File: src/rtl/wb_arbiter_if.sv
// Write-back arbiter bus: ALU source, LSU/MUL handshake source, register-file write port
// and hazard/occupancy exports.
interface wb_arbiter_if #(
  parameter int unsigned DATA_WIDTH    = 32,
  parameter int unsigned ADDRESS_WIDTH = 5,
  parameter int unsigned FIFO_DEPTH    = 4
);
  localparam int unsigned CountWidth = $clog2(FIFO_DEPTH) + 1;

  logic                          a_valid;
  logic [ADDRESS_WIDTH-1:0]      a_rd;
  logic [DATA_WIDTH-1:0]         a_data;
  logic                          b_valid;
  logic                          b_ready;
  logic [ADDRESS_WIDTH-1:0]      b_rd;
  logic [DATA_WIDTH-1:0]         b_data;
  logic                          we;
  logic [ADDRESS_WIDTH-1:0]      A3;
  logic [DATA_WIDTH-1:0]         WD;
  logic                          stall_req;
  logic [(1<<ADDRESS_WIDTH)-1:0] pending;
  logic [CountWidth-1:0]         fifo_count;

  modport master (
    output a_valid, a_rd, a_data, b_valid, b_rd, b_data,
    input  b_ready, we, A3, WD, stall_req, pending, fifo_count
  );

  modport slave (
    input  a_valid, a_rd, a_data, b_valid, b_rd, b_data,
    output b_ready, we, A3, WD, stall_req, pending, fifo_count
  );
endinterface

File: src/rtl/wb_arbiter.sv
// Write-back arbiter: ALU results win the register-file port, LSU/MUL results queue in a
// small FIFO and drain into idle slots, with a periodic stall request against starvation.
module wb_arbiter #(
  parameter int unsigned DATA_WIDTH    = 32,
  parameter int unsigned ADDRESS_WIDTH = 5,
  parameter int unsigned FIFO_DEPTH    = 4,
  parameter int unsigned STARVE_LIMIT  = 8
) (
  input logic         clk,
  input logic         res,
  wb_arbiter_if.slave bus
);
  localparam int unsigned PtrWidth    = $clog2(FIFO_DEPTH);
  localparam int unsigned CountWidth  = PtrWidth + 1;
  localparam int unsigned StarveWidth = $clog2(STARVE_LIMIT + 1);
  localparam int unsigned NumRegs     = 1 << ADDRESS_WIDTH;

  logic [ADDRESS_WIDTH-1:0] rd_mem   [FIFO_DEPTH];
  logic [DATA_WIDTH-1:0]    data_mem [FIFO_DEPTH];

  logic [PtrWidth-1:0]      wr_ptr_q, rd_ptr_q;
  logic [CountWidth-1:0]    count_q, count_d;
  logic [StarveWidth-1:0]   starve_q, starve_d;
  logic                     stall_q, stall_d;
  logic                     ready_en_q;
  logic                     we_q;
  logic [ADDRESS_WIDTH-1:0] a3_q;
  logic [DATA_WIDTH-1:0]    wd_q;
  logic [NumRegs-1:0]       pending_d;
  logic [PtrWidth-1:0]      offset;

  logic a_writes, fifo_empty, pop, accept, push;

  assign a_writes   = bus.a_valid && (bus.a_rd != '0);
  assign fifo_empty = (count_q == '0);
  assign pop        = !a_writes && !fifo_empty;
  // Held low until the first edge after reset so no handshake lands during release.
  assign bus.b_ready = ready_en_q && (count_q < CountWidth'(FIFO_DEPTH));
  assign accept      = bus.b_valid && bus.b_ready;
  assign push        = accept && (bus.b_rd != '0);

  always_comb begin
    count_d = count_q;
    unique case ({push, pop})
      2'b10:   count_d = count_q + 1'b1;
      2'b01:   count_d = count_q - 1'b1;
      default: count_d = count_q;
    endcase
  end

  // A cycle is "blocked" when the FIFO holds data but nothing pops.
  always_comb begin
    starve_d = '0;
    stall_d  = 1'b0;
    if (!fifo_empty && !pop) begin
      if (starve_q == StarveWidth'(STARVE_LIMIT)) begin
        stall_d = 1'b1;
      end else begin
        starve_d = starve_q + 1'b1;
      end
    end
  end

  always_comb begin
    pending_d = '0;
    offset    = '0;
    for (int unsigned i = 0; i < FIFO_DEPTH; i++) begin
      offset = PtrWidth'(i) - rd_ptr_q;
      if ({1'b0, offset} < count_q) begin
        pending_d[rd_mem[i]] = 1'b1;
      end
    end
  end

  always_ff @(posedge clk) begin
    if (push) begin
      rd_mem[wr_ptr_q]   <= bus.b_rd;
      data_mem[wr_ptr_q] <= bus.b_data;
    end
  end

  always_ff @(posedge clk or posedge res) begin
    if (res) begin
      wr_ptr_q   <= '0;
      rd_ptr_q   <= '0;
      count_q    <= '0;
      starve_q   <= '0;
      stall_q    <= 1'b0;
      ready_en_q <= 1'b0;
      we_q       <= 1'b0;
      a3_q       <= '0;
      wd_q       <= '0;
    end else begin
      ready_en_q <= 1'b1;
      count_q    <= count_d;
      starve_q   <= starve_d;
      stall_q    <= stall_d;
      we_q       <= a_writes || pop;
      if (push) wr_ptr_q <= wr_ptr_q + 1'b1;
      if (pop)  rd_ptr_q <= rd_ptr_q + 1'b1;
      if (a_writes) begin
        a3_q <= bus.a_rd;
        wd_q <= bus.a_data;
      end else if (pop) begin
        a3_q <= rd_mem[rd_ptr_q];
        wd_q <= data_mem[rd_ptr_q];
      end
    end
  end

  assign bus.we         = we_q;
  assign bus.A3         = a3_q;
  assign bus.WD         = wd_q;
  assign bus.stall_req  = stall_q;
  assign bus.pending    = pending_d;
  assign bus.fifo_count = count_q;
endmodule

File: src/flat_wrapper.sv
// flat-port wrapper written by rule: the top's interface ports become plain ports
module wb_arbiter_flat 
#(
  parameter int unsigned DATA_WIDTH    = 32,
  parameter int unsigned ADDRESS_WIDTH = 5,
  parameter int unsigned FIFO_DEPTH    = 4,
  parameter int unsigned STARVE_LIMIT  = 8
)
  (clk, res, bus_a_valid, bus_a_rd, bus_a_data, bus_b_valid, bus_b_rd, bus_b_data, bus_b_ready, bus_we, bus_A3, bus_WD, bus_stall_req, bus_pending, bus_fifo_count);
  wb_arbiter_if #(.DATA_WIDTH(DATA_WIDTH), .ADDRESS_WIDTH(ADDRESS_WIDTH), .FIFO_DEPTH(FIFO_DEPTH)) bus_i ();
  input logic clk;
  input logic res;
  input wire logic [$bits(bus_i.a_valid)-1:0] bus_a_valid;
  input wire logic [$bits(bus_i.a_rd)-1:0] bus_a_rd;
  input wire logic [$bits(bus_i.a_data)-1:0] bus_a_data;
  input wire logic [$bits(bus_i.b_valid)-1:0] bus_b_valid;
  input wire logic [$bits(bus_i.b_rd)-1:0] bus_b_rd;
  input wire logic [$bits(bus_i.b_data)-1:0] bus_b_data;
  output wire logic [$bits(bus_i.b_ready)-1:0] bus_b_ready;
  output wire logic [$bits(bus_i.we)-1:0] bus_we;
  output wire logic [$bits(bus_i.A3)-1:0] bus_A3;
  output wire logic [$bits(bus_i.WD)-1:0] bus_WD;
  output wire logic [$bits(bus_i.stall_req)-1:0] bus_stall_req;
  output wire logic [$bits(bus_i.pending)-1:0] bus_pending;
  output wire logic [$bits(bus_i.fifo_count)-1:0] bus_fifo_count;
  assign bus_i.a_valid = bus_a_valid;
  assign bus_i.a_rd = bus_a_rd;
  assign bus_i.a_data = bus_a_data;
  assign bus_i.b_valid = bus_b_valid;
  assign bus_i.b_rd = bus_b_rd;
  assign bus_i.b_data = bus_b_data;
  assign bus_b_ready = bus_i.b_ready;
  assign bus_we = bus_i.we;
  assign bus_A3 = bus_i.A3;
  assign bus_WD = bus_i.WD;
  assign bus_stall_req = bus_i.stall_req;
  assign bus_pending = bus_i.pending;
  assign bus_fifo_count = bus_i.fifo_count;
  wb_arbiter #(.DATA_WIDTH(DATA_WIDTH), .ADDRESS_WIDTH(ADDRESS_WIDTH), .FIFO_DEPTH(FIFO_DEPTH), .STARVE_LIMIT(STARVE_LIMIT)) u_core (.clk(clk), .res(res), .bus(bus_i));
endmodule
File: config.mk
export PLATFORM = sky130hd
export DESIGN_NAME = wb_arbiter_flat
export DESIGN_NICKNAME = d
export VERILOG_FILES = /design/src/rtl/wb_arbiter_if.sv /design/src/rtl/wb_arbiter.sv /design/src/flat_wrapper.sv
export SDC_FILE = /design/constraint.sdc
export NUM_CORES = 1
export LEC_CHECK = 0
export CORE_ASPECT_RATIO = 1.75
export CORE_MARGIN = 5
export CORE_UTILIZATION = 30
export DETAILED_ROUTE_END_ITERATION = 6
export PLACE_DENSITY = 0.49
export SYNTH_ARGS = -nofsm -noshare
export SYNTH_HDL_FRONTEND = slang
export SYNTH_SLANG_ARGS = --single-unit
export TNS_END_PERCENT = 1
File: constraint.sdc
create_clock -name clk -period 3.5 [get_ports clk]
set_input_delay 0.525 -clock clk [delete_from_list [all_inputs] [get_ports clk]]
set_output_delay 0.525 -clock clk [all_outputs]
set_load 0.03 [all_outputs]
==> results.rst, run 1 <==
.. list-table::
   :header-rows: 1

   * - Metric
     - Value
   * - Outcome
     - complete, no violations
   * - Remaining design rule violation count
     - 0
   * - Worst setup path class
     - flop to output pin
   * - Clock tree from TritonCTS
     - yes
   * - Min-delay worst type
     - input pin to async pin
   * - Final antenna diode count
     - 0
   * - Netlist cell types
     - 64
   * - Count of endpoints failing hold in the final timing report
     - 0
   * - Async set-reset flop share out of synthesis
     - 0.2563
   * - Sort of element at the end of the critical path
     - output pin
   * - Number of rows in the core area
     - 85
   * - Worst setup skew after layout
     - 0.007689 ns
   * - Vias in the first global route
     - 6,728
   * - Layout-stage area growth over the synthesis result
     - 30.18%
   * - Largest area contributor in the netlist
     - edfxtp_1
   * - Clock sink count
     - 199
   * - Buffers inserted by post-CTS timing repair
     - 0
   * - Via density
     - approximately 5.2
   * - Net count, final
     - 914
   * - Fraction of layout cells with a size suffix above 1
     - 0.1840
   * - Setup repair after global routing missed its margin
     - yes
   * - Yosys top cell area share
     - 0.4788
   * - Gr usage total
     - 0.1546
   * - Total power of the final layout
     - between 8 and 9 mW
   * - Maximum clock frequency
     - 290.4 MHz
   * - Hold buffer count at CTS
     - 0
   * - Area of the mapped netlist
     - 9283 um2
   * - Fraction of the cycle the final worst path needs
     - 0.9840
   * - Slew at the pin with the worst max-slew slack
     - 0.9448 ns
   * - Clock slew at reported path FFs
     - roughly 0.07 ns
   * - Number of DRC violations after detailed-routing iteration 0
     - 313
   * - P_leak
     - approximately 4.2 nW
   * - Endpoint required time on the critical path
     - 2.97 ns
   * - Total congestion overflow
     - 0
   * - Sequential fraction of the synthesis area
     - 0.6163
   * - Crit Reg-Reg Endpoint
     - u_core.bus.fifo_count[2]
   * - Chip height
     - 242.7 um
   * - Normalized max-slew margin
     - 0.3701
   * - Commonest register cell after synthesis
     - edfxtp_1
   * - Number of cells on the worst reg-to-reg path
     - 11
   * - Post-Route WL
     - 26,760 um
   * - Count of filler cells inserted in the layout
     - 2,966
   * - Count of input and output buffers
     - 152
   * - Commonest cells in the netlist
     - edfxtp_1, a21oi_1, nand2_1
   * - Register bit total from synthesis
     - 199
   * - Cell count after synthesis
     - around 670
   * - Maximum number of pins on one net before global-route repair
     - 41
   * - Utilization after layout
     - 0.3945
   * - Average footprint of a synthesized cell
     - roughly 14 um2
   * - Cell types occupying the most area after synthesis
     - edfxtp_1, dfrtp_1, mux4_2
   * - Crit-path max FO
     - 7
   * - Worst Path Arrival
     - 2.92 ns
   * - Max-cap violation count
     - 0
   * - Detailed Place HPWL
     - 18,620 um
   * - R2R Setup Slk
     - 1.12 ns
   * - Worst reg2reg startpoint
     - u_core.bus.fifo_count[2]
   * - Cell at the root of the clock tree
     - clkbuf_16
   * - Detailed-route via count
     - 6,411
   * - Number of antenna violations at the first check in global routing
     - 2
   * - H-Tree Depth
     - 4
   * - Final number of max-transition violations
     - 0
   * - Average detailed-routed wire length per instance
     - 21.79 um
   * - Number of nets with antenna violations after routing
     - 0
   * - Placer's final routability congestion estimate
     - 0.8321
   * - Wire length of the first global-routing pass
     - around 40,000 um
   * - Multi-input logic area
     - between 3000 and 4000 um2
   * - Area of the placeable core
     - 30,630 um2
   * - Setup WS post-layout
     - 0.05613 ns
   * - Router iterations before antenna repair
     - 4
   * - Final critical path time including I/O delays and setup
     - between 3 and 4 ns
   * - Worst slack at placement
     - ~0.44 ns
   * - Number of enable-type register cells in the synthesized netlist
     - roughly 150
   * - Horizontal die dimension
     - 143.0 um
   * - Total clock buffers created by CTS
     - 17
   * - Kind of launch point of the worst setup path
     - flop
   * - Clock latency on the worst-skew pair
     - 0.43 ns
   * - Starting density of the core
     - 0.3031
   * - Most used standard cell by instance count after synthesis
     - edfxtp_1
   * - PD cells
     - approximately 730 nW/um2
   * - Final setup violation count
     - 0
   * - Net count after synthesis
     - 763
   * - Area of the die
     - 34,700 um2
   * - Number of warning messages in the yosys log
     - 0
   * - Number of top-level pins
     - 153
   * - Number of buffers on the longest clock path
     - 2
   * - Sequential standard cell area
     - 5725 um2
   * - Max IR drop VDD
     - 0.4532 mV
==> flip-flops by register name, summed over array words and instances, names as in the netlist <==
name / flops
u_core.bus.A3: 5
u_core.bus.WD: 32
u_core.bus.fifo_count: 3
u_core.bus.stall_req: 1
u_core.bus.we: 1
u_core.data_mem: 128
u_core.rd_mem: 20
u_core.rd_ptr_q: 2
u_core.ready_en_q: 1
u_core.starve_q: 4
u_core.wr_ptr_q: 2
==> worst max-delay path by stage <==
stage                                   startpoint                        to  slack (ns)  cells past startpoint
after global routing            u_core.rd_ptr_q[0]           bus_pending[16]       -0.04                      8
final                           u_core.rd_ptr_q[0]           bus_pending[12]        0.06                      7
after detailed placement               bus_a_rd[2]  u_core.bus.fifo_count[2]        0.44                     10
after global placement                 bus_a_rd[2]  u_core.bus.fifo_count[2]        0.42                     10
after floorplan           u_core.bus.fifo_count[2]     u_core.data_mem[0][0]        0.43                      6
after CTS                       u_core.rd_ptr_q[0]           bus_pending[29]       0.001                      8
==> repair_timing <==
item,4_1_cts,5_1_grt
gates resized for setup,1,9
pin swaps,0,1
endpoints found under the setup margin,2,16
==> stage by stage <==
step | cell area, um2 | TNS, ns | instances | hold slack [ns]
6_report | 12080 | 0 | 1228 | 0.4979
2_1_floorplan | 9283 | 0 | 673 | 0.4611
4_1_cts | 12050 | 0 | 1228 | 0.4868
5_1_grt | 12080 | -0.04057 | 1228 | 0.5266
3_5_place_dp | 11390 | 0 | 1196 | 0.5012
3_3_place_gp | 11390 | 0 | 1196 | 0.4920
==> critical path, stage by stage (launching register included) <==
cell and delay (ns):
dfrtp_4 0.51, xor2_1 0.21, ha_1 0.27, nor2b_1 0.22
a2111oi_1 0.74, a22oi_1 0.19, o221ai_1 0.18, buf_12 0.17
==> cell usage in the layout, fill, tap and decap left out, types with 3 or more instances in the layout <==
cell type,instances
o2bb2ai_1,3
o22ai_1,11
o221ai_2,3
o2111ai_1,7
a2111oi_1,4
nand2b_1,17
a32oi_1,5
ha_1,11
o211ai_1,3
nor2b_1,18
dfrtp_1,49
nand3_1,6
nand2_1,55
mux4_2,37
a22oi_1,9
nand4_1,6
or2_2,4
and2_2,4
a2111oi_4,4
nor2_1,54
nor3_1,6
buf_12,18
and4_1,3
bufinv_16,5
edfxtp_1,148
xor2_1,4
o221ai_1,11
buf_4,33
inv_1,14
xnor2_1,3
inv_6,4
a221o_1,13
clkdlybuf4s50_1,120
clkbuf_16,17
a21oi_1,72
==> layer usage <==
metal  wire (um)  up-vias  global-route usage
met3        1252       51             0.03348
met1        9238     3258              0.1598
met2       15300      173              0.2921
met4         941        4             0.06715
met5          27        -                   0
li1            -     2925                   -
==> kinds of logic (layout without fill, tap and decap cells) <==
logic type,after synthesis,after routing,synth area share
flops,199,199,0.6163
simple gates,197,197,0.1065
compound gates,164,164,0.1316
buf+inv,54,218,0.02965
mux,39,39,0.09206
fa+ha+maj,12,12,0.01698
xor+xnor,7,7,0.006605
other cells,1,1,0.0004040
==> final cells by class <==
type	instances	area share
Sequential cell	199	0.4738
Multi-Input combinational cell	420	0.2770
Timing Repair Buffer	171	0.1497
Tap cell	391	0.04048
Clock buffer	18	0.03634
Clock inverter	14	0.01802
Inverter	15	0.004659
==> power breakdown <==
part,switching [mW],internal (mW)
Clock,0.868,1.30
Combinational,2.07,1.48
Sequential,0.241,2.90
(Power assumes the default switching activity.)
==> run 2: changes to the inputs <==
CTS_CLUSTER_SIZE = 40   (was unset)
==> results of run 2 <==
Same layout as run 1: the final DEF is identical, and so are final timing and power.
